--- config.mk ---
export PLATFORM = sky130hd
export DESIGN_NAME = fifo_ctrl_sync
export DESIGN_NICKNAME = d
export VERILOG_FILES = /design/src/rtl/fifo_ctrl_sync.sv
export SDC_FILE = /design/constraint.sdc
export NUM_CORES = 1
export LEC_CHECK = 0
export CORE_ASPECT_RATIO = 1.5
export CORE_UTILIZATION = 40
export CTS_CLUSTER_SIZE = 20
export DETAILED_ROUTE_END_ITERATION = 16
export GPL_ROUTABILITY_DRIVEN = 0
export PLACE_DENSITY = 0.91
export SYNTH_ARGS = -nofsm -noshare
export SYNTH_HDL_FRONTEND = slang
export SYNTH_SLANG_ARGS = --single-unit
export TNS_END_PERCENT = 30
--- constraint.sdc ---
create_clock -name clk -period 4.2 [get_ports clk]
set_clock_uncertainty 0.2 [all_clocks]
set_input_delay 0.42 -clock clk [delete_from_list [all_inputs] [get_ports clk]]
set_output_delay 0.42 -clock clk [all_outputs]
set_load 0.03 [all_outputs]
--- src/rtl/fifo_ctrl_sync.sv ---
// fifo_ctrl_sync: synchronous FIFO controller for an external dual-port RAM
// (registered write, asynchronous read); FWFT output, occupancy and level flags.
module fifo_ctrl_sync #(
    parameter int WIDTH     = 8,
    parameter int DEPTH     = 16,
    parameter int DEPTH_LOG = $clog2(DEPTH),
    parameter int AF_LEVEL  = DEPTH - 2,
    parameter int AE_LEVEL  = 2
) (
    input  logic                 clk,
    input  logic                 rst_n,
    input  logic                 flush,
    input  logic                 s_valid,
    output logic                 s_ready,
    input  logic [WIDTH-1:0]     s_data,
    output logic                 m_valid,
    input  logic                 m_ready,
    output logic [WIDTH-1:0]     m_data,
    output logic                 ram_we,
    output logic [DEPTH_LOG-1:0] ram_addr_wr,
    output logic [WIDTH-1:0]     ram_data_wr,
    output logic [DEPTH_LOG-1:0] ram_addr_rd,
    input  logic [WIDTH-1:0]     ram_data_rd,
    output logic [DEPTH_LOG:0]   count,
    output logic                 full,
    output logic                 empty,
    output logic                 almost_full,
    output logic                 almost_empty
);
    logic [DEPTH_LOG-1:0] wr_ptr, rd_ptr;
    logic push, pop;

    function automatic logic [DEPTH_LOG-1:0] advance(input logic [DEPTH_LOG-1:0] p);
        return (p == DEPTH_LOG'(DEPTH - 1)) ? '0 : p + 1'b1;
    endfunction

    assign full         = count == (DEPTH_LOG+1)'(DEPTH);
    assign empty        = count == '0;
    assign almost_full  = count >= (DEPTH_LOG+1)'(AF_LEVEL);
    assign almost_empty = count <= (DEPTH_LOG+1)'(AE_LEVEL);
    assign s_ready      = !full && !flush;
    assign m_valid      = !empty && !flush;
    assign push         = s_valid && s_ready;
    assign pop          = m_valid && m_ready;
    assign ram_we       = push;
    assign ram_addr_wr  = wr_ptr;
    assign ram_data_wr  = s_data;
    assign ram_addr_rd  = rd_ptr;
    assign m_data       = ram_data_rd;

    always_ff @(posedge clk) begin
        if (!rst_n || flush) begin
            wr_ptr <= '0;
            rd_ptr <= '0;
            count  <= '0;
        end else begin
            if (push) wr_ptr <= advance(wr_ptr);
            if (pop) rd_ptr <= advance(rd_ptr);
            count <= (push && !pop) ? count + 1'b1 : (pop && !push) ? count - 1'b1 : count;
        end
    end
endmodule

## Yosys cells after proc, flatten, opt, wreduce, memory -nomap -nowiden

Cells that the tools add are included.

- Flip-flop bits (word level): 13

- Equality and inequality tests: 3
- Muxes and demuxes: 4
- $lt $le $gt $ge: 2
- Reduce and logical (&&, ||, !) cells: 15
- Add/sub/neg operators: 4

Operators by type and width:

| kind | number |
|---|---|
| 5-bit two-way mux | 2 |
| 4-bit by 1-bit adder with 4-bit output, second input constant | 2 |
| 4-bit equality test, second input constant | 2 |
| 4-bit two-way mux | 2 |
| 1-bit logical AND | 6 |
| 1-bit zero test | 6 |
| 5-bit by 1-bit adder with 5-bit output, second input constant | 1 |
| 5-bit equality test, second input constant | 1 |
| 5-bit by 4-bit >= comparator with 1-bit output, second input constant | 1 |
| 5-bit by 2-bit less-or-equal comparator with 1-bit output, second input constant | 1 |
| 5-bit zero test | 1 |
| 5-bit by 1-bit subtractor with 5-bit output, second input constant | 1 |
| 2-bit nonzero test | 1 |
| 1-bit logical OR | 1 |

## Logic depth before layout (Yosys ltp)

Gate-level depths: netlist of run 1.

- Word-level depth: 8
- Gate-level depth with buffers: 10

## Worst setup path after synthesis of run 1

Ideal clock, no wire load.

- Path kind: flip-flop to output port
- Start point: register count[1]
- End point: output port almost_empty
- Required time: 3.580 ns
- Path buffers: 0
- Arrival time: 2.126 ns
- Slack: 1.454 ns
- Cell stages (with the launch flop): 2
- Path through: dfxtp_1 -> a2111oi_0

- Word-level cells in the longest chain between the ends: 1

RTL lines:

| item | line | source |
|---|---|---|
| start, declared | 24 | `output logic [DEPTH_LOG:0] count,` |
| start signal, assigned | 59 | `count <= (push && !pop) ? count + 1'b1 : (pop && !push) ? count - 1'b1 : count;` |
| 5-bit by 2-bit less-or-equal comparator with 1-bit output | 40 | `assign almost_empty = count <= (DEPTH_LOG+1)'(AE_LEVEL);` |
| end, declared | 28 | `output logic almost_empty` |

Every way passes these cells.

## Worst setup path in the final report of run 1

- Start point: input port flush
- End point: register count[4]

- Word-level cells in the longest chain between the ends: 6
- Elaborated cells on any way between the ends: 12
- Those cells by class: mux (1); reduce/logical (11)

RTL lines:

| item | line | source |
|---|---|---|
| start, declared | 12 | `input logic flush,` |
| 1-bit zero test | 41, 42 |  |
| 1-bit logical AND, on equally long branches | 42, 41 |  |
| 1-bit logical AND, on equally long branches | 44, 43 |  |
| 1-bit zero test | 59 |  |
| 1-bit logical AND | 59 |  |
| 5-bit two-way mux or 2-bit nonzero test (tied branches) | - |  |

Several ways; a longest one is shown, not always the timed one.
A chain may end at the register's enable or synchronous reset.

==> results.py, run 1 <==
metrics = {
    "run_status": {
        "outcome": "finished clean",
    },
    "timing": {
        "worstMarginPinSlew_ns": 0.3835,
        "setup_viol_count_final": 0,
        "fmax_ghz": 0.3641,
        "finalCritPeriodShare_pct": 65.39,
        "final.setup.worst_slack_ns": 1.453,
        "grt_setup_unrepaired": "no",
        "finalMaxSlewViolations": 0,
        "relSlewSlack_pct": 74.35,
        "final_period_minus_worst_setup_slack_ns": 2.747,
        "finalHoldViolCount": 0,
        "fin_setup_tns_ns": 0,
    },
    "placed_design": {
        "post-place-ws_ns": 1.180,
        "port-buffer-count": 24,
        "dp.final_hpwl_mm": 1.536,
        "dpl_cell_area_um2": 1099,
    },
    "setup_path": {
        "worst_path_dominant_cell_family": "compound AO/OA/AOI/OAI gates",
        "crit-reg2reg-launch": "count[0]",
        "cp.buffers_inverters": 3,
        "critical-path-max-stage-delay_ns": 0.50,
        "cp_max_fo": 6,
        "crit_path_end_kind": "register",
        "timing.critical_path.cells": "clkdlybuf4s50_1 -> nand2b_1 -> a21oi_4 -> inv_1 -> ha_1 -> inv_1 -> fa_1 -> nand3_1 -> a211o_1 -> a211oi_1 -> a31o_1",
        "cpMostUsedCell": "sky130_fd_sc_hd__inv_1",
        "critPathSlowestCell": "sky130_fd_sc_hd__clkdlybuf4s50_1",
        "timing.critical_path.from": "flush",
        "worst-endpoint-arrival_ns": 2.78,
        "timing_worst_setup_path_type": "in2reg",
        "critPathLaunchType": "input port",
        "cp.required_ns": 4.23,
    },
    "floorplanning": {
        "width_of_the_die_um": 41.94,
        "core_um2": 2260,
        "dieArea_um2": 2597,
        "die_h_um": 61.91,
        "initial_utilization_pct": 42.36,
        "placementRows": 21,
        "boundaryPins": 57,
    },
    "cts": {
        "root_buffer_cell": "sky130_fd_sc_hd__clkbuf_4",
        "cts_max_path_buffers": 2,
        "clock_tree.htree_level_count": 1,
        "post_cts_hold_buffer_count": 0,
        "cts.sinks": 13,
        "ctsResizeCount": 0,
        "clkTransAtPathRegs_ns": 0.09,
        "insertion_delay_ns": 0.28,
        "tritoncts.num_buffers": 3,
        "cts.repair_timing.setup_buffer_count": 0,
        "clock_tree_from_tritoncts": "built",
    },
    "run": {
        "maxCapViolations": 0,
    },
    "synthesis": {
        "synth_edf_count": 0,
        "net_count_synth": 137,
        "syn-mean-instance-area_um2": 8.781,
        "ys_types": 31,
        "ys_async_sr_fraction_pct": 0,
        "prevailing_post_synth_register_cell": "sky130_fd_sc_hd__dfxtp_1",
        "yosysSeqAreaShare_pct": 27.19,
        "synthesis.area_um2": 957.2,
        "synth_seq_cells": 13,
        "synthDominantCellAreaShare_pct": 27.19,
        "yosysTopAreaCell": "sky130_fd_sc_hd__dfxtp_1",
        "synth.cells.most_frequent": "sky130_fd_sc_hd__buf_4, sky130_fd_sc_hd__nor2_1, sky130_fd_sc_hd__dfxtp_1",
        "synth_area_leaders": "sky130_fd_sc_hd__dfxtp_1, sky130_fd_sc_hd__buf_4, sky130_fd_sc_hd__ha_1",
        "post_synth_inst_count": 109,
        "synth_warnings": 0,
    },
    "detailed_routing": {
        "drt_first_pass_iters": 4,
        "drt_iter0_drc": 12,
        "totalWireLength_mm": 1.967,
        "route.detailed.vias_per_inst": 5.789,
        "detail_routed_net_length_per_standard_cell_um": 13.85,
        "m1WireLength_um": 780,
        "dr.max_layer_used": "met4",
        "detail_route.drc_violations": 0,
        "route.antenna.remaining_nets": 0,
        "routed_wire_length_on_met3_um": 147,
        "num_vias": 822,
        "detailroute.wirelength.met2_mm": 1.014,
    },
    "hold_path": {
        "worst_hold_path_type": "reg2reg",
        "hold_start": "ram_addr_rd[1]",
    },
    "layout": {
        "finish.utilization_pct": 49.78,
        "area_growth_pct": 17.52,
        "num_antenna_cells": 0,
        "final_design_area_no_fill_um2": 1125,
        "layout-drive-gt1-share_pct": 9.244,
        "final_nets": 148,
    },
    "global_routing": {
        "grt_total_usage_pct": 16.23,
        "grt_max_degree": 13,
        "grt_antenna_before_repair": 0,
        "first_pass_grt_wire_length_mm": 3.298,
        "grt_pass1_vias": 809,
        "grt.overflow.total": 0,
    },
    "power": {
        "peakVddDrop_uv": 162.6,
        "power_density_nw_per_um2": 296.1,
        "total_leakage_power_nw": 0.4264,
    },
}
[state kept, by name, summed over array words and instances (netlist names)]
signal	flops
ram_addr_rd	4
ram_addr_wr	4
count	5
[worst min-delay path, stage by stage (launching register included)]
cell and delay [ns]:
sky130_fd_sc_hd__dfxtp_1 0.35, sky130_fd_sc_hd__mux2i_1 0.13, sky130_fd_sc_hd__nor2_1 0.05
[worst paths after layout]
| kind | to | slack, ns | cells after the start |
|---|---|---|---|
| worst min register to register | ram_addr_rd[1] | 0.38 | 2 |
| worst max register to register | count[4] | 1.56 | 10 |
| worst max-delay path | count[4] | 1.45 | 11 |
| worst min-delay path | ram_addr_rd[1] | 0.38 | 2 |
[metrics by stage]
stage,instances,total power (W),hold WS [ns]
CTS,142,0.0003335,0.3765
global route,142,0.0003476,0.4126
global placement,138,0.0002513,0.3527
floorplan,109,0.0002448,0.4177
detailed placement,138,0.0002566,0.3660
finish,142,0.0003330,0.3754
[final cells by class]
class	instances	area, µm²
fillers	202	1135
repair buffers	24	240.2
multi-input cells	74	554.3
well taps	23	28.78
inverters	4	15.01
clock buffers	4	26.28
flip-flops and latches	13	260.3
[per-layer routing]
| layer | GRT usage (%) | up-vias |
|---|---|---|
| li1 | - | 383 |
| met1 | 16.25 | 390 |
| met2 | 30.80 | 45 |
| met3 | 4.913 | 4 |
| met4 | 7.834 | 0 |
| met5 | 0 | - |
[power by group]
group / switching [W] / internal (W)
registers: 0.00000916 / 0.000128
logic: 0.0000664 / 0.0000499
clock network: 0.0000429 / 0.0000369
[cell families (layout without fill, tap and decap cells)]
logic type,count (synthesis),count (layout),synth area share (%)
multiplexers,5,5,5.229
buffers and inverters,22,32,14.90
flip-flops,13,13,27.19
AND/OR/NAND/NOR,34,34,18.95
XOR/XNOR,4,4,3.661
AO/OA/AOI/OAI,24,24,20.13
adder cells (fa/ha/maj),7,7,9.935
[cells in the final DEF (no fill, tap or decap), types with 3 or more instances in the layout]
cell type                          n
sky130_fd_sc_hd__and2_1            3
sky130_fd_sc_hd__nor2_1           16
sky130_fd_sc_hd__dfxtp_1          13
sky130_fd_sc_hd__inv_1             4
sky130_fd_sc_hd__ha_1              6
sky130_fd_sc_hd__a21oi_1           7
sky130_fd_sc_hd__clkbuf_4          3
sky130_fd_sc_hd__a21o_1            3
sky130_fd_sc_hd__nand2_1           3
sky130_fd_sc_hd__xnor2_1           3
sky130_fd_sc_hd__nand3_1           4
sky130_fd_sc_hd__clkdlybuf4s50_1  24
sky130_fd_sc_hd__mux2i_1           5
Power figures use the tool's default switching activity.
==> run 2: changes to the inputs <==
--- a/config.mk
+++ b/config.mk
@@ -6,11 +6,11 @@
 export NUM_CORES = 1
 export LEC_CHECK = 0
 export CORE_ASPECT_RATIO = 1.5
-export CORE_UTILIZATION = 40
+export CORE_UTILIZATION = 33
 export CTS_CLUSTER_SIZE = 20
 export DETAILED_ROUTE_END_ITERATION = 16
 export GPL_ROUTABILITY_DRIVEN = 0
-export PLACE_DENSITY = 0.91
+export PLACE_DENSITY = 0.81
 export SYNTH_ARGS = -nofsm -noshare
 export SYNTH_HDL_FRONTEND = slang
 export SYNTH_SLANG_ARGS = --single-unit
==> constraint.sdc (replaced) <==
create_clock -name clk -period 2.3 [get_ports clk]
set_clock_uncertainty 0.2 [all_clocks]
set_input_delay 0.23 -clock clk [delete_from_list [all_inputs] [get_ports clk]]
set_output_delay 0.23 -clock clk [all_outputs]
set_load 0.03 [all_outputs]
==> results.py, run 2 (synthesized netlist as in run 1, its figures left out) <==
metrics = {
    "detailed_routing": {
        "routed_wire_length_on_met3_um": 156,
        "detail_routed_net_length_per_standard_cell_um": 13.89,
        "detail_route.drc_violations": 0,
        "num_vias": 879,
        "drt_first_pass_iters": 4,
        "dr.max_layer_used": "met4",
        "route.antenna.remaining_nets": 0,
        "detailroute.wirelength.met2_mm": 1.321,
        "totalWireLength_mm": 2.431,
        "m1WireLength_um": 873,
        "drt_iter0_drc": 11,
        "route.detailed.vias_per_inst": 5.023,
    },
    "setup_path": {
        "crit_path_end_kind": "register",
        "cp_max_fo": 5,
        "worst-endpoint-arrival_ns": 2.25,
        "critPathLaunchType": "register",
        "cp.required_ns": 2.24,
        "timing_worst_setup_path_type": "reg2reg",
    },
    "run_status": {
        "outcome": "complete, but fails checks",
        "failing_checks": "negative setup slack",
    },
    "cts": {
        "root_buffer_cell": "sky130_fd_sc_hd__clkbuf_8",
        "cts.sinks": 13,
        "clock_tree_from_tritoncts": "built",
        "clkTransAtPathRegs_ns": 0.06,
        "cts_max_path_buffers": 2,
        "tritoncts.num_buffers": 3,
        "insertion_delay_ns": 0.25,
        "clock_tree.htree_level_count": 1,
    },
    "global_routing": {
        "first_pass_grt_wire_length_mm": 3.746,
        "grt_max_degree": 13,
        "grt_antenna_before_repair": 0,
        "grt.overflow.total": 0,
        "grt_pass1_vias": 854,
        "grt_total_usage_pct": 17.05,
    },
    "floorplanning": {
        "boundaryPins": 57,
        "dieArea_um2": 3124,
        "width_of_the_die_um": 45.98,
        "initial_utilization_pct": 35.38,
        "placementRows": 23,
        "core_um2": 2705,
        "die_h_um": 67.96,
    },
    "layout": {
        "flip_flop_count_of_the_largest_register_all_copies_and_words_added": 5,
        "layout-drive-gt1-share_pct": 35.51,
        "area_growth_pct": 47.84,
        "most-common-layout-cells": "sky130_fd_sc_hd__buf_4, sky130_fd_sc_hd__clkdlybuf4s50_1, sky130_fd_sc_hd__nor2_1",
        "layout.cells.most_common": "sky130_fd_sc_hd__buf_4",
        "registers.top_by_ff_count": "count",
        "fillers": 262,
        "num_antenna_cells": 0,
        "final_nets": 167,
        "layout.cells.non_filler": 175,
    },
    "timing": {
        "final_period_minus_worst_setup_slack_ns": 2.308,
        "fmax_ghz": 0.4332,
        "grt_setup_unrepaired": "yes",
        "finalMaxSlewViolations": 0,
        "finalCritPeriodShare_pct": 100.4,
        "setup_viol_count_final": 1,
        "finalHoldViolCount": 0,
        "final.setup.worst_slack_ns": -0.008344,
        "relSlewSlack_pct": 78.15,
        "worstMarginPinSlew_ns": 0.3271,
    },
    "power": {
        "power_switching_share_pct": 33.57,
        "comb_power_share_pct": 39.0,
        "peakVddDrop_uv": 297.5,
        "power_density_nw_per_um2": 524.3,
        "power.switching_w": 0.0002491,
        "design_power_total_w": 0.0007419,
        "total_leakage_power_nw": 0.5763,
        "share_seq_of_total_power_pct": 32.8,
        "share_clk_of_total_power_pct": 28.1,
        "internal-power_w": 0.0004928,
    },
    "hold_path": {
        "worst_hold_path_type": "in2out",
    },
    "placed_design": {
        "port-buffer-count": 24,
        "placed_cells": 168,
        "dp.final_hpwl_mm": 1.815,
    },
    "run": {
        "maxCapViolations": 0,
    },
}
## run 2: final cells by class
type                    instances  area [µm²]  share of cell area [%]
multi-input cells              74       639.4                   45.18
repair buffers                 43       385.4                   27.23
inverters                       4       20.02                   1.415
flip-flops and latches         13       279.0                   19.72
clock buffers                   4       45.04                   3.183
well taps                      37       46.29                   3.271
## run 2: metrics by stage
step	instance area [µm²]	setup TNS (ns)	setup WS [ns]	utilization, %	hold WS (ns)
global route	1415	-0.1114	-0.09700	52.31	0.2600
finish	1415	-0.008344	-0.008344	52.31	0.2600
CTS	1373	-0.03916	-0.03916	50.74	0.2602
detailed placement	1284	-0.8282	-0.3237	47.46	0.2602
floorplan	1007	-0.2402	-0.1242	-	0.2277
global placement	1284	-0.7269	-0.2648	47.46	0.2602
## run 2: path summary, 6_finish.rpt
path                   from        endpoint  slack, ns  depth (start not counted)
min          ram_data_rd[0]       m_data[0]       0.26                          0
max reg2reg        count[0]        count[4]     -0.008                         11
max                count[0]        count[4]     -0.008                         11
min reg2reg  ram_addr_rd[1]  ram_addr_rd[1]       0.37                          2
## run 2: layer usage
layer / up-vias / track usage [%]
met5: - / 0
met1: 415 / 16.00
met4: 0 / 14.71
met3: 7 / 3.166
met2: 32 / 30.11
li1: 425 / -
## run 2: power by group through the flow
stage	registers [W]	logic [W]	clock network (W)
after CTS	0.000243	0.000280	0.000217
after global placement	0.000247	0.000258	0
after global routing	0.000244	0.000310	0.000224
after detailed placement	0.000248	0.000267	0
final	0.000243	0.000290	0.000209
after floorplan	0.000269	0.000185	0
## run 2: critical path, cell delays in order (launching register included)
cell	delay (ns)
sky130_fd_sc_hd__dfxtp_4	0.35
sky130_fd_sc_hd__nor3_4	0.22
sky130_fd_sc_hd__buf_6	0.14
sky130_fd_sc_hd__a21oi_4	0.05
sky130_fd_sc_hd__inv_2	0.07
sky130_fd_sc_hd__ha_4	0.15
sky130_fd_sc_hd__inv_6	0.05
sky130_fd_sc_hd__ha_4	0.27
sky130_fd_sc_hd__nand3_2	0.07
sky130_fd_sc_hd__a211o_1	0.32
sky130_fd_sc_hd__buf_4	0.14
sky130_fd_sc_hd__a31o_1	0.15
## run 2: repair_timing
action,CTS,global route
buffers inserted,1,2
hold buffers,0,0
pin swaps,6,7
endpoints found under the setup margin,5,5
resized for setup,11,6
